<file path="src/rtl/csa_sub_41bit.sv">
// Chunk-serial subtractor that recovers the second addend of a carry-select add.
// Processes one 4-bit chunk per clock, LSB first, with a registered ripple borrow.
module csa_sub_41bit #(
  parameter int WIDTH      = 41,
  parameter int BIT_REMAIN = 1
) (
  input  logic             i_clk,
  input  logic             i_rst,
  input  logic             i_valid,
  output logic             o_ready,
  input  logic [WIDTH-1:0] i_sum,
  input  logic             i_cout,
  input  logic [WIDTH-1:0] i_add_term1,
  output logic [WIDTH-1:0] o_add_term2,
  output logic             o_error,
  output logic             o_valid,
  input  logic             i_ready
);

  localparam int NCHUNK = WIDTH / 4 + ((BIT_REMAIN > 0) ? 1 : 0);
  localparam int PADW   = NCHUNK * 4;
  localparam int CW     = $clog2(NCHUNK + 1);
  localparam int IW     = $clog2(PADW);
  localparam logic [CW-1:0] LAST = CW'(NCHUNK - 1);

  typedef enum logic [1:0] {
    IDLE,
    BUSY,
    DONE
  } state_t;

  state_t           r_state;
  logic [PADW-1:0]  r_sum;
  logic [PADW-1:0]  r_t1;
  logic             r_cout;
  logic             r_borrow;
  logic [CW-1:0]    r_cnt;
  logic [WIDTH-1:0] r_res;
  logic             r_err;
  logic             r_ready;
  logic             r_valid;

  logic [IW-1:0]    w_base;
  logic [3:0]       w_a;
  logic [3:0]       w_b;
  logic [4:0]       w_diff;
  logic             w_bout;

  // Operands are zero-padded to whole chunks, so bit 4 of the
  // difference is the borrow even for the short final chunk.
  assign w_base = IW'({r_cnt, 2'b00});
  assign w_a    = r_sum[w_base +: 4];
  assign w_b    = r_t1[w_base +: 4];
  assign w_diff = {1'b0, w_a} - {1'b0, w_b} - {4'b0000, r_borrow};
  assign w_bout = w_diff[4];

  assign o_ready     = r_ready;
  assign o_valid     = r_valid;
  assign o_add_term2 = r_res;
  assign o_error     = r_err;

  // Control FSM plus the chunk datapath registers.
  always_ff @(posedge i_clk or posedge i_rst) begin
    if (i_rst) begin
      r_state  <= IDLE;
      r_sum    <= '0;
      r_t1     <= '0;
      r_cout   <= 1'b0;
      r_borrow <= 1'b0;
      r_cnt    <= '0;
      r_res    <= '0;
      r_err    <= 1'b0;
      r_ready  <= 1'b1;
      r_valid  <= 1'b0;
    end else begin
      unique case (r_state)
        IDLE: begin
          if (i_valid) begin
            r_sum    <= PADW'(i_sum);
            r_t1     <= PADW'(i_add_term1);
            r_cout   <= i_cout;
            r_borrow <= 1'b0;
            r_cnt    <= '0;
            r_ready  <= 1'b0;
            r_state  <= BUSY;
          end
        end
        BUSY: begin
          for (int i = 0; i < 4; i++) begin
            if (int'(w_base) + i < WIDTH) begin
              r_res[w_base + IW'(i)] <= w_diff[i];
            end
          end
          r_borrow <= w_bout;
          if (r_cnt == LAST) begin
            r_err   <= r_cout ^ w_bout;
            r_valid <= 1'b1;
            r_state <= DONE;
          end else begin
            r_cnt <= r_cnt + 1'b1;
          end
        end
        DONE: begin
          if (i_ready) begin
            r_valid <= 1'b0;
            r_ready <= 1'b1;
            r_state <= IDLE;
          end
        end
        default: begin
          r_state <= IDLE;
          r_ready <= 1'b1;
          r_valid <= 1'b0;
        end
      endcase
    end
  end

endmodule
</file>
<file path="config.mk">
export PLATFORM = sky130hd
export DESIGN_NAME = csa_sub_41bit
export DESIGN_NICKNAME = d
export VERILOG_FILES = /design/src/rtl/csa_sub_41bit.sv
export SDC_FILE = /design/constraint.sdc
export NUM_CORES = 1
export LEC_CHECK = 0
export ABC_AREA = 1
export CORE_MARGIN = 2
export CORE_UTILIZATION = 48
export CTS_BUF_LIST = sky130_fd_sc_hd__clkbuf_4
export CTS_CLUSTER_DIAMETER = 200
export DETAILED_ROUTE_END_ITERATION = 16
export GPL_TIMING_DRIVEN = 0
export PLACE_DENSITY_LB_ADDON = 0.25
export SKIP_LAST_GASP = 1
export SYNTH_ARGS = -nofsm -noshare
export SYNTH_HDL_FRONTEND = slang
export SYNTH_SLANG_ARGS = --single-unit
</file>
<file path="constraint.sdc">
create_clock -name i_clk -period 3.68 [get_ports i_clk]
set_input_delay 0.368 -clock i_clk [delete_from_list [all_inputs] [get_ports i_clk]]
set_output_delay 0.368 -clock i_clk [all_outputs]
set_load 0.01 [all_outputs]
</file>
==> results of run 1 <==
[where the power goes]
group	internal, mW	switching [mW]	total [mW]
clock	0.470	0.554	1.02
combinational	1.50	2.48	3.98
sequential	2.15	0.375	2.52
[per-layer routing]
layer  routed length, um  part of all wire (%)  vias to the layer above
li1                    -                     -                     2678
met1                6880                    44                     2513
met2                7230                    46                      217
met3                 981                   6.3                       43
met4                 461                   3.0                        0
met5                   0                     0                        -
[registers in the layout (all words and copies together), names as in the netlist]
| signal | cells |
|---|---|
| o_add_term2 | 41 |
| r_cout | 1 |
| r_cnt | 4 |
| o_error | 1 |
| r_borrow | 1 |
| r_state | 2 |
| o_ready | 1 |
| o_valid | 1 |
| r_sum | 41 |
| r_t1 | 41 |
[logic make-up (layout without fill, tap and decap cells)]
| group | count (synthesis) | after routing | share of synthesized area [%] |
|---|---|---|---|
| adder cells (fa/ha/maj) | 10 | 10 | 2.30 |
| AND/OR/NAND/NOR | 390 | 390 | 25.6 |
| buffers and inverters | 92 | 256 | 6.14 |
| flip-flops | 134 | 134 | 55.1 |
| multiplexers | 1 | 1 | 0.164 |
| XOR/XNOR | 3 | 3 | 0.431 |
| AO/OA/AOI/OAI | 119 | 119 | 10.3 |
[synthesized netlist by cell type]
cell,count,share of area (%)
nand2_1,310,19
dfrtp_1,133,55
o21ai_0,87,7.1
inv_1,58,3.6
nor2_1,41,2.5
nand3_1,23,1.9
buf_2,20,1.6
a21oi_1,14,1.2
clkbuf_1,10,0.62
ha_1,8,1.6
o22ai_1,7,0.72
nor3_1,3,0.25
o21ai_1,3,0.25
xnor2_1,3,0.43
a211oi_1,2,0.25
fa_1,2,0.66
inv_2,2,0.12
nand4_1,2,0.21
nor2_2,2,0.21
o211ai_1,2,0.25
o221ai_1,2,0.29
a22o_1,1,0.14
and3_1,1,0.10
buf_4,1,0.12
clkinv_1,1,0.062
dfstp_2,1,0.43
mux2i_1,1,0.16
nand2_2,1,0.10
nand2_4,1,0.18
nand3_4,1,0.29
nand4_2,1,0.21
nor2_4,1,0.18
nor4_1,1,0.10
o2111ai_1,1,0.14
or2_1,1,0.10
or2_2,1,0.10
[repair_timing]
action                                  4_1_cts  5_1_grt
resized for setup                             0        1
hold buffers                                  0        0
endpoints found under the setup margin        0       10
[worst max-delay path by stage]
stage / from / endpoint / slack, ps / depth (start not counted)
after floorplan: r_cnt[1]$_DFFE_PP0P_ / o_error$_DFFE_PP0P_ / 1090 / 16
after global placement: r_cnt[0]$_DFFE_PP0P_ / o_add_term2[26]$_DFFE_PP0P_ / 190 / 12
after detailed placement: r_cnt[0]$_DFFE_PP0P_ / o_add_term2[10]$_DFFE_PP0P_ / 150 / 12
after CTS: r_cnt[0]$_DFFE_PP0P_ / o_add_term2[10]$_DFFE_PP0P_ / 130 / 12
after global routing: r_cnt[0]$_DFFE_PP0P_ / o_add_term2[22]$_DFFE_PP0P_ / 220 / 12
final: r_cnt[0]$_DFFE_PP0P_ / o_error$_DFFE_PP0P_ / 390 / 17
[layout make-up]
class	instances	area share, %
buffer	31	1.82
sequential	134	42.1
timing repair buffer	133	17.1
clock inverter	13	1.98
inverter	61	2.92
multi-input combinational	523	29.7
clock buffer	18	1.70
tap	172	2.70
[worst max-delay path: stages, from the launching register on]
cell and delay [ps]:
dfrtp_1 460, buf_2 250, buf_2 250, buf_2 290, nand3_1 110, o211ai_1 160
nand2_1 110, o2111ai_1 140, fa_1 220, inv_1 70, fa_1 420, nor2_1 140
nor2_1 50, nor2_1 110, xnor2_1 180, xnor2_1 150, nand2_1 60, nand2_1 60
[through the flow]
stage / power [mW] / setup slack [ps] / instance area, sq um / std cells
6_report: 7.53 / 392 / 7970 / 1085
5_1_grt: 8.16 / 223 / 7970 / 1085
4_1_cts: 7.50 / 132 / 7960 / 1085
3_5_place_dp: 6.45 / 154 / 7670 / 1054
3_3_place_gp: 6.36 / 186 / 7610 / 1051
2_1_floorplan: 4.98 / 1090 / 6090 / 749
==> flow_summary.json, run 1 <==
{
  "dr.pass1.iters": 5,
  "place.gp.congestion": 0.886,
  "setup_tns_ps": 0,
  "antenna_found_initial": 0,
  "r2r_end": "o_error$_DFFE_PP0P_",
  "period_share_pct": 89.4,
  "multi_input_area_sq_um": 2370,
  "finalHoldViolations": 0,
  "period_minus_slack_ps": 3290,
  "clock-sinks": 134,
  "cts_max_level": 4,
  "hold_slack_ps": 289,
  "grt_max_degree": 41,
  "initial_core_util_pct": 48.7,
  "final_nets": 998,
  "rows": 41,
  "crit_type": "reg2reg",
  "use_met2_pct": 40.3,
  "avgSynthCellArea_sq_um": 8.13,
  "r2r_slack_ps": 390,
  "drv_cap": 0,
  "setup_viol": 0,
  "drc": 0,
  "peakVddDrop_mv": 0.671,
  "status": "complete, no violations",
  "ys_warn_count": 0,
  "num_vias": 5451,
  "root_buffer": "clkbuf_4",
  "drive_gt1_share_pct": 7.34,
  "cp-end-kind": "flop",
  "cts_tree": "done",
  "overflow": 0,
  "portBuffers": 130,
  "grt_setup_unrepaired": "false",
  "final_common_cell": "nand2_1",
  "cts_buffer_depth": 2,
  "crit_fanout": 10,
  "worst_pin_slew_ps": 734,
  "clk_pin_slew_ps": 120,
  "met3_usage_pct": 4.98,
  "gr-usage-met1_pct": 32.9,
  "slew_viol_final": 0,
  "hold_class": "in2async",
  "r2r_cells": 17,
  "yosys_register_bits": 134,
  "synth_nets": 846,
  "fillers": 1137,
  "ioPinCount": 131,
  "register_area_sq_um": 3350,
  "grt_first_pass_wirelength_um": 25600,
  "antenna_cells": 0,
  "syn_area_sq_um": 6090,
  "wl_um": 15500,
  "die_h_um": 117,
  "worstPathRequired_ps": 4160,
  "wl_per_cell_um": 14.3,
  "cts_buffers": 17,
  "maxSlewHeadroom_pct": 50.9,
  "grt_usage_pct": 24.8,
  "drt_iter0_drc": 504,
  "p_leak_nw": 3.93,
  "dp_hpwl_um": 11600,
  "grt_busiest_layer": "met2",
  "cts_setup_buffers": 0,
  "worstReg2RegStart": "r_cnt[0]$_DFFE_PP0P_",
  "clock_skew_ps": 15.2,
  "syn_to_final_growth_pct": 30.9,
  "yosysSeqAreaShare_pct": 55.1,
  "die_area_sq_um": 13600,
  "via_per_inst": 5.02,
  "synth.distinct_cells": 36,
  "syn_inst": 749,
  "start_kind": "flop",
  "powerDensity_nw_per_um2": 944,
  "mostFrequentLayoutCells": "nand2_1 (310), dfrtp_1 (133), clkdlybuf4s50_1 (130), o21ai_0 (87), inv_1 (57)",
  "critPathArrivalTime_ps": 3770,
  "ant_nets": 0,
  "clock_latency_ps": 540,
  "die_w_um": 117,
  "utilization_pct": 63.7,
  "core-area_sq_um": 12500,
  "max_freq_ghz": 0.304,
  "first_global_vias": 5264
}
No activity file was read; power rests on OpenSTA's default activity.
==> run 2, diff against run 1 <==
--- a/config.mk
+++ b/config.mk
@@ -9,8 +9,9 @@
 export CORE_MARGIN = 2
 export CORE_UTILIZATION = 48
 export CTS_BUF_LIST = sky130_fd_sc_hd__clkbuf_4
-export CTS_CLUSTER_DIAMETER = 200
+export CTS_CLUSTER_DIAMETER = 30
 export DETAILED_ROUTE_END_ITERATION = 16
+export GPL_ROUTABILITY_DRIVEN = 0
 export GPL_TIMING_DRIVEN = 0
 export PLACE_DENSITY_LB_ADDON = 0.25
 export SKIP_LAST_GASP = 1
==> results of run 2 <==
No change in the layout: final DEF, timing and power equal those of run 1.
==> run 3, diff against run 2 <==
--- a/config.mk
+++ b/config.mk
@@ -6,6 +6,7 @@
 export NUM_CORES = 1
 export LEC_CHECK = 0
 export ABC_AREA = 1
+export CAP_MARGIN = 10
 export CORE_MARGIN = 2
 export CORE_UTILIZATION = 48
 export CTS_BUF_LIST = sky130_fd_sc_hd__clkbuf_4
==> flow_summary.json, run 3 (synthesis gave the netlist of run 1 again) <==
{
  "slowest_delay_ps": 460,
  "die_h_um": 117,
  "cts_max_level": 4,
  "grt_first_pass_wirelength_um": 25600,
  "drt_iter0_drc": 504,
  "setup_tns_ps": 0,
  "ant_nets": 0,
  "final_common_cell": "nand2_1",
  "cts_tree": "done",
  "core-area_sq_um": 12500,
  "period_share_pct": 89.4,
  "grt_max_degree": 41,
  "wl_um": 15500,
  "drive_gt1_share_pct": 7.34,
  "mostFrequentLayoutCells": "nand2_1 (310), dfrtp_1 (133), clkdlybuf4s50_1 (130), o21ai_0 (87), inv_1 (57)",
  "critical_path.cell_chain": "buf_2 -> buf_2 -> buf_2 -> nand3_1 -> o211ai_1 -> nand2_1 -> o2111ai_1 -> fa_1 -> inv_1 -> fa_1 -> nor2_1 -> nor2_1 -> nor2_1 -> xnor2_1 -> xnor2_1 -> nand2_1 -> nand2_1",
  "powerDensity_nw_per_um2": 944,
  "clock_skew_ps": 15.2,
  "fillers": 1137,
  "dp_hpwl_um": 11600,
  "crit_slowest_cell": "dfrtp_1",
  "cts_setup_buffers": 0,
  "crit_fanout": 10,
  "ioPinCount": 131,
  "clk_pin_slew_ps": 120,
  "worst_pin_slew_ps": 734,
  "initial_core_util_pct": 48.7,
  "finalHoldViolations": 0,
  "critPathArrivalTime_ps": 3770,
  "die_w_um": 117,
  "period_minus_slack_ps": 3290,
  "grt_setup_unrepaired": "false",
  "utilization_pct": 63.7,
  "clock-sinks": 134,
  "max_freq_ghz": 0.304,
  "start_kind": "flop",
  "worstPathRequired_ps": 4160,
  "portBuffers": 130,
  "fin_area_sq_um": 7970,
  "crit_type": "reg2reg",
  "cts_resized": 0,
  "cts_buffers": 17,
  "die_area_sq_um": 13600,
  "root_buffer": "clkbuf_4",
  "dr.pass1.iters": 5,
  "cts_buffer_depth": 2,
  "overflow": 0,
  "slew_viol_final": 0,
  "maxSlewHeadroom_pct": 50.9,
  "status": "complete, no violations",
  "peakVddDrop_mv": 0.671,
  "p_leak_nw": 3.93,
  "num_vias": 5451,
  "via_per_inst": 5.02,
  "final_nets": 998,
  "cp-end-kind": "flop",
  "grt_usage_pct": 24.8,
  "clock_latency_ps": 540,
  "hold_buffers": 0,
  "antenna_found_initial": 0,
  "syn_to_final_growth_pct": 30.9,
  "antenna_cells": 0,
  "drv_cap": 0,
  "hold_class": "in2async",
  "wl_per_cell_um": 14.3,
  "rows": 41,
  "placed_area_sq_um": 7670,
  "first_global_vias": 5264,
  "drc": 0,
  "setup_viol": 0
}
[run 3: path summary, 6_finish.rpt]
check	start	end	slack (ps)	cells after the start
worst max register to register	r_cnt[0]$_DFFE_PP0P_	o_error$_DFFE_PP0P_	390	17
worst min-delay path	i_rst	r_sum[28]$_DFFE_PP0P_	290	2
worst max-delay path	r_cnt[0]$_DFFE_PP0P_	o_error$_DFFE_PP0P_	390	17
max in group asynchronous	i_rst	o_ready$_DFFE_PP1P_	2730	3
min in group i_clk	i_sum[21]	r_sum[21]$_DFFE_PP0P_	350	3
worst min register to register	r_t1[37]$_DFFE_PP0P_	r_t1[37]$_DFFE_PP0P_	490	2
[run 3: worst max-delay path, delay by kind of cell (launching register included)]
kind	cells	cell delay [ps]
DFF	1	460
adders and majority gates	2	640
xor gates and xnor gates	2	330
and+or+nand+nor	7	640
AOI/OAI and AO/OA	2	300
buffers and inverters	4	860
[run 3: area by class of cell]
| cell class | instances | area (sq um) | area share, % |
|---|---|---|---|
| sequential | 134 | 3350 | 42.1 |
| multi-input combinational | 523 | 2370 | 29.7 |
| timing repair buffer | 133 | 1360 | 17.1 |
| inverter | 61 | 233 | 2.92 |
| tap | 172 | 215 | 2.70 |
| clock inverter | 13 | 158 | 1.98 |
| buffer | 31 | 145 | 1.82 |
| clock buffer | 18 | 135 | 1.70 |
[run 3: report_power, final]
group          leakage (nW)  switching, mW  internal [mW]
sequential             1.68          0.375           2.15
clock                 0.140          0.554          0.470
combinational          2.11           2.48           1.50
total                  3.93           3.41           4.12
[run 3: per-layer routing]
layer  track usage (%)  vias up  routed length, um
met5                 0        -                  0
met4              9.80        0                461
met3              4.98       43                981
met1              32.9     2513               6880
li1                  -     2678                  -
met2              40.3      217               7230
[run 3: per-stage QoR]
step	hold WS, ps	setup WS, ps	std cells	total power, mW
floorplan	441	1090	749	4.98
global placement	459	186	1051	6.36
detailed placement	465	154	1054	6.45
CTS	281	132	1085	7.50
global route	317	223	1085	8.16
finish	289	392	1085	7.53
